`config.mk`:
```
export PLATFORM = sky130hd
export DESIGN_NAME = load_store_unit
export DESIGN_NICKNAME = d
export VERILOG_FILES = /design/src/rtl/load_store_unit_pkg.sv /design/src/rtl/load_store_unit_align.sv /design/src/rtl/load_store_unit.sv
export SDC_FILE = /design/constraint.sdc
export NUM_CORES = 1
export LEC_CHECK = 0
export CORE_MARGIN = 8
export CORE_UTILIZATION = 53
export DETAILED_ROUTE_END_ITERATION = 8
export DONT_BUFFER_PORTS = 1
export MAX_ROUTING_LAYER = met4
export PLACE_DENSITY_LB_ADDON = 0.1
export SKIP_CTS_REPAIR_TIMING = 1
export SLEW_MARGIN = 15
export SYNTH_ARGS = -nofsm -noshare
export SYNTH_HDL_FRONTEND = slang
export SYNTH_SLANG_ARGS = --single-unit
```
`constraint.sdc`:
```
create_clock -name clk -period 2.8 [get_ports clk]
set_input_delay 0.56 -clock clk [delete_from_list [all_inputs] [get_ports clk]]
set_output_delay 0.56 -clock clk [all_outputs]
set_load 0.01 [all_outputs]
```
`src/rtl/load_store_unit_pkg.sv`:
```
// Shared definitions for the load/store unit: FSM state codes, funct3 width codes,
// instruction type and the width/alignment helpers used by the LSU datapath.
package load_store_unit_pkg;

  typedef logic [1:0] lsu_state_t;

  localparam lsu_state_t ST_IDLE   = 2'd0;
  localparam lsu_state_t ST_REQ    = 2'd1;
  localparam lsu_state_t ST_WAIT_R = 2'd2;
  localparam lsu_state_t ST_DONE   = 2'd3;

  localparam logic [2:0] F3_B  = 3'b000;
  localparam logic [2:0] F3_H  = 3'b001;
  localparam logic [2:0] F3_W  = 3'b010;
  localparam logic [2:0] F3_BU = 3'b100;
  localparam logic [2:0] F3_HU = 3'b101;

  typedef enum logic [1:0] {
    INSTR_LOAD  = 2'd0,
    INSTR_STORE = 2'd1,
    INSTR_OTHER = 2'd2
  } instr_type_enum;

  typedef enum logic [1:0] {
    SIZE_B = 2'd0,
    SIZE_H = 2'd1,
    SIZE_W = 2'd2
  } mem_size_e;

  // Reserved funct3 codes fall through to word width.
  function automatic mem_size_e decode_size(input logic [2:0] f3);
    case (f3)
      F3_B, F3_BU: return SIZE_B;
      F3_H, F3_HU: return SIZE_H;
      default:     return SIZE_W;
    endcase
  endfunction

  function automatic logic is_aligned(input logic [2:0] f3, input logic [1:0] lo);
    case (decode_size(f3))
      SIZE_B:  return 1'b1;
      SIZE_H:  return ~lo[0];
      default: return (lo == 2'b00);
    endcase
  endfunction

endpackage

```
`src/rtl/load_store_unit_align.sv`:
```
// Byte-lane steering for the LSU: byte enables, store-data replication and
// load-data extraction with sign/zero extension.
module lsu_align
  import load_store_unit_pkg::*;
(
  input  logic [2:0]  funct3,
  input  logic [1:0]  offset,
  input  logic [31:0] wdata,
  input  logic [31:0] bus_rdata,
  output logic [3:0]  be,
  output logic [31:0] lane_wdata,
  output logic [31:0] load_data
);

  mem_size_e   size_s;
  logic [31:0] shifted_s;

  assign size_s    = decode_size(funct3);
  assign shifted_s = bus_rdata >> {offset, 3'b000};

  // Per-width lane selection; funct3[2] marks the unsigned load variants.
  always_comb begin
    be         = 4'b0000;
    lane_wdata = 32'h0000_0000;
    load_data  = 32'h0000_0000;
    case (size_s)
      SIZE_B: begin
        be         = 4'b0001 << offset;
        lane_wdata = {4{wdata[7:0]}};
        if (funct3[2]) begin
          load_data = {24'h00_0000, shifted_s[7:0]};
        end else begin
          load_data = {{24{shifted_s[7]}}, shifted_s[7:0]};
        end
      end
      SIZE_H: begin
        be         = 4'b0011 << offset;
        lane_wdata = {2{wdata[15:0]}};
        if (funct3[2]) begin
          load_data = {16'h0000, shifted_s[15:0]};
        end else begin
          load_data = {{16{shifted_s[15]}}, shifted_s[15:0]};
        end
      end
      default: begin
        be         = 4'b1111;
        lane_wdata = wdata;
        load_data  = shifted_s;
      end
    endcase
  end

endmodule

```
`src/rtl/load_store_unit.sv`:
```
// RV32I load/store unit: accepts one aligned access from the core, runs a single
// bus transaction and returns the extended load result, stalling the core meanwhile.
module load_store_unit
  import load_store_unit_pkg::*;
#(
  parameter int ADDR_W = 32
) (
  input  logic              clk,
  input  logic              reset,
  input  logic              mem_req,
  input  logic              mem_we,
  input  logic [2:0]        funct3,
  input  logic [ADDR_W-1:0] addr,
  input  logic [31:0]       wdata,
  output logic [31:0]       rdata,
  output logic              stall,
  output logic              misaligned,
  output logic              bus_valid,
  input  logic              bus_ready,
  output logic              bus_we,
  output logic [ADDR_W-1:0] bus_addr,
  output logic [3:0]        bus_be,
  output logic [31:0]       bus_wdata,
  input  logic [31:0]       bus_rdata,
  input  logic              bus_rvalid
);

  lsu_state_t        state_r;
  instr_type_enum    op_r;
  logic [2:0]        funct3_r;
  logic [ADDR_W-1:0] addr_r;
  logic [31:0]       wdata_r;
  logic [31:0]       rdata_r;

  logic              req_aligned_s;
  logic [3:0]        be_s;
  logic [31:0]       lane_wdata_s;
  logic [31:0]       load_data_s;

  assign req_aligned_s = is_aligned(funct3, addr[1:0]);

  lsu_align u_align (
    .funct3     (funct3_r),
    .offset     (addr_r[1:0]),
    .wdata      (wdata_r),
    .bus_rdata  (bus_rdata),
    .be         (be_s),
    .lane_wdata (lane_wdata_s),
    .load_data  (load_data_s)
  );

  // Transaction FSM and request capture; rdata_r only changes when a load finishes.
  always_ff @(posedge clk or negedge reset) begin
    if (!reset) begin
      state_r  <= ST_IDLE;
      op_r     <= INSTR_LOAD;
      funct3_r <= 3'b000;
      addr_r   <= {ADDR_W{1'b0}};
      wdata_r  <= 32'h0000_0000;
      rdata_r  <= 32'h0000_0000;
    end else begin
      case (state_r)
        ST_IDLE: begin
          if (mem_req && req_aligned_s) begin
            state_r  <= ST_REQ;
            op_r     <= mem_we ? INSTR_STORE : INSTR_LOAD;
            funct3_r <= funct3;
            addr_r   <= addr;
            wdata_r  <= wdata;
          end
        end
        ST_REQ: begin
          if (bus_ready) begin
            state_r <= (op_r == INSTR_STORE) ? ST_DONE : ST_WAIT_R;
          end
        end
        ST_WAIT_R: begin
          if (bus_rvalid) begin
            rdata_r <= load_data_s;
            state_r <= ST_DONE;
          end
        end
        ST_DONE: state_r <= ST_IDLE;
        default: state_r <= ST_IDLE;
      endcase
    end
  end

  // Core/bus handshake outputs; everything is forced low while reset is held.
  always_comb begin
    stall      = 1'b0;
    misaligned = 1'b0;
    bus_valid  = 1'b0;
    if (!reset) begin
      stall      = 1'b0;
      misaligned = 1'b0;
      bus_valid  = 1'b0;
    end else begin
      case (state_r)
        ST_IDLE: begin
          if (mem_req) begin
            stall      = req_aligned_s;
            misaligned = ~req_aligned_s;
          end else begin
            stall      = 1'b0;
            misaligned = 1'b0;
          end
        end
        ST_REQ: begin
          stall     = 1'b1;
          bus_valid = 1'b1;
        end
        ST_WAIT_R: stall = 1'b1;
        ST_DONE:   stall = 1'b0;
        default:   stall = 1'b0;
      endcase
    end
    bus_we    = bus_valid && (op_r == INSTR_STORE);
    bus_be    = bus_valid ? be_s : 4'b0000;
    bus_addr  = {addr_r[ADDR_W-1:2], 2'b00};
    bus_wdata = lane_wdata_s;
    rdata     = misaligned ? 32'h0000_0000 : rdata_r;
  end

endmodule

```
Yosys cells after proc, flatten, opt, wreduce, memory -nomap -nowiden
Cells that the tools add are included.
{"block": "op_classes", "n_mul": 0, "div": 0, "eq_ne": 15, "n_lt_le_gt_ge": 0, "mux": 24, "n_bitwise": 2, "n_shift": 3, "add_sub_neg": 0, "n_reduce_logical": 16}
{"operator": "32-bit case mux with 2 select lines", "n": 2}
{"operator": "32-bit two-way mux", "n": 3}
{"operator": "32-bit by 5-bit right shift with 32-bit output", "n": 1}
{"operator": "3-bit == test (second input constant)", "n": 4}
{"operator": "2-bit OR reduction", "n": 5}
{"operator": "1-bit two-way mux", "n": 9}
{"operator": "2-bit by 1-bit == test with 1-bit output (second input constant)", "n": 4}
{"operator": "2-bit zero test", "n": 4}
{"operator": "2-bit case mux with 2 select lines", "n": 2}
{"operator": "2-bit case mux with 4 select lines", "n": 1}
{"operator": "4-bit case mux with 2 select lines", "n": 1}
{"operator": "3-bit by 1-bit == test with 1-bit output (second input constant)", "n": 2}
{"operator": "3-bit zero test", "n": 2}
{"operator": "2-bit two-way mux", "n": 3}
{"operator": "2-bit != test (second input constant)", "n": 3}
{"operator": "2-bit == test (second input constant)", "n": 2}
{"operator": "4-bit two-way mux", "n": 1}
{"operator": "2-bit AND reduction", "n": 2}
{"operator": "1-bit by 2-bit << shifter with 4-bit output (first input constant)", "n": 1}
{"operator": "2-bit by 2-bit << shifter with 4-bit output (first input constant)", "n": 1}
{"operator": "1-bit case mux with 3 select lines", "n": 1}
{"operator": "3-bit AND reduction", "n": 1}
{"operator": "1-bit logical AND", "n": 2}
{"operator": "1-bit inverter", "n": 2}
{"operator": "1-bit case mux with 2 select lines", "n": 1}
{"block": "word_totals", "rom_bits": 0, "memories": 0, "word_cells": 66, "ff_bits": 103, "latchBits": 0, "ramBits": 0}

Longest topological paths before layout
{"block": "depth", "depth_word": 10, "mapped_depth": 8, "depth_no_buf": 6}

Hierarchy
Synthesis repeated with hierarchy kept, for this count alone.
{"block": "hier_totals", "hier_cells": 496, "hier_area_um2": 5866.9}
{"mod": "load_store_unit", "area_each_um2": 4450.5, "cells_each": 314, "instances": 1, "seq_area_each_um2": 2552.4}
{"mod": "lsu_align", "area_each_um2": 1416.4, "cells_each": 182, "instances": 1, "seq_area_each_um2": 0.0}

Least setup slack after synthesis
Ideal clock, no wire load.
{"block": "synth_timing", "path_kind": "input -> output", "start": "in funct3[0]", "end": "out stall", "path_buffers": 2, "path_stages": 5, "required_time_ns": 2.240, "path_slack_ns": 0.593, "arrival_ns": 1.647, "cell_sequence": "o21ai_1 > nand4_1 > buf_2 > buf_2 > a21boi_0"}
{"block": "synth_via", "elab_chain_len": 8}
{"element": "start: declaration", "line_no": "load_store_unit.sv:12", "source": "input logic [2:0] funct3,"}
{"element": "3-bit by 1-bit == test with 1-bit output, or another cell as far along", "line_no": "load_store_unit_pkg.sv:32", "source": "case (f3)"}
{"element": "2-bit OR reduction", "line_no": "load_store_unit_pkg.sv:32"}
{"element": "2-bit case mux with 2 select lines *", "line_no": "load_store_unit_pkg.sv:32"}
{"element": "2-bit by 1-bit == test with 1-bit output or 2-bit zero test (tied branches)", "line_no": "load_store_unit_pkg.sv:40", "source": "case (decode_size(f3))"}
{"element": "1-bit case mux with 2 select lines *", "line_no": "load_store_unit_pkg.sv:40"}
{"element": "1-bit two-way mux *", "line_no": "load_store_unit.sv:101", "source": "if (mem_req) begin"}
{"element": "1-bit case mux with 3 select lines *", "line_no": "load_store_unit.sv:99", "source": "case (state_r)"}
{"element": "1-bit two-way mux *", "line_no": "load_store_unit.sv:94", "source": "if (!reset) begin"}
{"element": "end: declaration", "line_no": "load_store_unit.sv:16", "source": "output logic stall,"}
Mark *: on every way between the ends. The rest lies on a longest branch, timed or not.

Worst setup path in the final report
{"block": "layout_timing", "start": "reg funct3_r[0]", "end": "out bus_wdata[15]"}
{"block": "layout_via", "elab_chain_len": 5}
{"element": "start: declaration", "line_no": "load_store_unit.sv:30", "source": "logic [2:0] funct3_r;"}
{"element": "start signal: assignment", "line_no": "load_store_unit.sv:67", "source": "funct3_r <= funct3;"}
{"element": "3-bit by 1-bit == test with 1-bit output, or another cell as far along", "line_no": "load_store_unit_pkg.sv:32"}
{"element": "2-bit OR reduction", "line_no": "load_store_unit_pkg.sv:32"}
{"element": "2-bit case mux with 2 select lines *", "line_no": "load_store_unit_pkg.sv:32"}
{"element": "2-bit by 1-bit == test with 1-bit output or 2-bit zero test (tied branches)", "line_no": "load_store_unit_align.sv:26", "source": "case (size_s)"}
{"element": "32-bit case mux with 2 select lines *", "line_no": "load_store_unit_align.sv:26"}
{"element": "end: declaration", "line_no": "load_store_unit.sv:23", "source": "output logic [31:0] bus_wdata,"}
Marks and branches as above.

==> flow_summary.ini <==
[clocking]
cts.path.max_buffers = 2
cts_made_buffers = 9
cts_sinks = 102
clkLatencyLatePin_ns = 0.35
cts_tree = yes
clock-root-buffer = clkbuf_8
htreeDepth = 3
cts.reportedPaths.clkPinSlew_ns = 0.11

[floorplan]
die_w_um = 117
start_util = 0.535
num_rows = 37
io_pins = 209
coreArea_um2 = 10100
die_area_um2 = 13700
die_y_um = 117

[pwr]
power_frac_seq = 0.444
power_leakage_nw = 2.37
ir_drop_mv = 0.523
comb_power_share = 0.428
total_power_mw = 6.70
internal_power_mw = 3.92
netSwitchingPower_mw = 2.78
p_sw_frac = 0.414
power_density_nw_per_um2 = 1240
clockPowerShare = 0.129

[global_routing]
grt_max_degree = 107
grt_pass1_wl_um = 19700
grtUsageTotal = 0.194
grt_pass1_vias = 3609
antenna_found_initial = 2
overflow = 0

[sta]
finalCritPeriodShare = 0.895
rsz0062_at_grt = false
fmax_ghz = 0.399
final_hold_viol_count = 102
fin_setup_tns_ns = 0
tightest_slew_ns = 0.773
setup_viol = 0
finalMaxSlewViolations = 0
period_needed_ns = 2.50
final.setup_skew_ns = 0.0132
holdWs_ns = -0.110
slew_headroom = 0.483

[drt]
ant_nets = 0
wirelength_um = 13000
routedWlPerCell_um = 22.2
firstDrtPassIters = 4
vias_per_cell = 5.68
num_vias = 3321
drt_iter0_markers = 176
drc_errors = 0

[logic_synthesis]
syn_area_um2 = 5430
syn_avg_cell_area_um2 = 11.0
yosysMostFrequentCell = dfrtp_1
synthArstFlopShare = 1.00
synth_edf_count = 0
yosys-top-cells-count = dfrtp_1 (102), mux2_2 (84), nand2_1 (43), nor2b_1 (41), buf_4 (40)
yosysSeqAreaShare = 0.470
synth_area_leaders = dfrtp_1 (47%), mux2_2 (17%), buf_4 (5.5%)
yosysUniqueCellTypes = 40
synth_area_leader_cell = dfrtp_1
yosysWarnings = 0
syn_inst = 492
synth_ff_type = dfrtp_1
synth_seq_cells = 102
synth_top_area_share = 0.470

[outcome]
violations = hold timing
run_status = finished with violations

[cells_and_area]
nNetsFinal = 551
drive_above_1_share = 0.271
syn_to_final_growth_pct = -0.138
postLayoutCoreUtil = 0.535

[hold_path]
hold_path.class = in -> async

[critical_path]
reg2reg_from = funct3_r[0]
path_class = reg -> out
critPathCaptureType = output pin
cp.arrival_ns = 1.94
cp.required_ns = 2.24
ff2ff_path_depth = 4
r2r_end = rdata_r[26]
path_max_fanout = 16
worstSetupStartpointType = flip-flop
r2r_slack_ns = 0.76
crit_start = funct3_r[0]

[place]
place.gp.congestion = 0.860
io_buffers = 0
dp_hpwl_um = 9800

[job]
max_cap_violations = 0
-- worst max path at each step --
| stage | to | slack (ns) | cells past startpoint |
|---|---|---|---|
| CTS | bus_wdata[15] | 0.25 | 3 |
| finish | bus_wdata[15] | 0.30 | 3 |
| global route | bus_wdata[15] | 0.09 | 3 |
| detailed placement | bus_wdata[15] | 0.65 | 3 |
| floorplan | stall | 0.59 | 5 |
| global placement | bus_wdata[8] | 0.72 | 3 |
-- kinds of logic after synthesis --
group / count (synthesis) / synth area share
muxes: 109 / 0.220
and+or+nand+nor: 124 / 0.114
other: 1 / 0.000691
adders and majority gates: 4 / 0.00922
AOI/OAI and AO/OA: 74 / 0.0980
buffers and inverters: 78 / 0.0874
DFF: 102 / 0.470
-- flip-flops by register name, summed over array words and instances (netlist names) --
| register | flops |
|---|---|
| addr_r | 32 |
| funct3_r | 3 |
| op_r | 1 |
| rdata_r | 32 |
| state_r | 2 |
| wdata_r | 32 |
-- cell type report --
cell class,count,area (um^2)
inverters,6,22.5
clock buffers,11,131
well taps,136,170
repair buffers,10,87.6
fillers,927,4720
clock inverters,5,42.5
multi-input cells,313,2410
diodes,2,5.00
flip-flops and latches,102,2550
-- per-layer routing --
metal	up-vias	wire length, um	GRT usage
met1	1618	5220	0.225
met3	11	1380	0.0775
met5	-	0	-
met2	141	6280	0.308
met4	0	139	0.0469
li1	1551	-	-
-- placed cells by master, fill, tap and decap left out, drive strengths merged, types with 2 or more instances in the layout --
cell	instances
mux2	84
a21oi	21
mux2i	25
clkinvlp	3
clkbuf	11
nor2b	41
o21ai	12
ha	4
inv	8
o22a	16
buf	10
nand2	43
a211oi	7
o21a	2
diode	2
and3	2
dfrtp	102
conb	2
and2	9
nor2	20
nand2b	2
nand3	2
o2bb2ai	7
or2	2
-- stage by stage --
stage          cells  hold slack, ns  area, um^2  setup WS, ns
2_1_floorplan    493           0.264        5430         0.593
3_3_place_gp     567           0.268        5240         0.722
3_5_place_dp     567           0.268        5240         0.654
4_1_cts          583          -0.135        5420         0.254
5_1_grt          585          -0.156        5420        0.0915
6_report         585          -0.110        5420         0.295
-- power groups by stage --
stage	Clock [mW]	Combinational [mW]	Sequential (mW)
final	0.863	2.87	2.97
after global routing	0.954	3.16	3.09
after CTS	0.884	2.92	2.99
after detailed placement	0	2.91	3.03
after global placement	0	2.86	2.99
after floorplan	0	3.09	2.55
-- critical path, stage by stage, from the launching register on --
cell and delay, ns:
dfrtp_1 0.63, nor2_1 0.71, nand2_1 0.12, nand2_1 0.14
No activity file was read; power rests on OpenSTA's default activity.
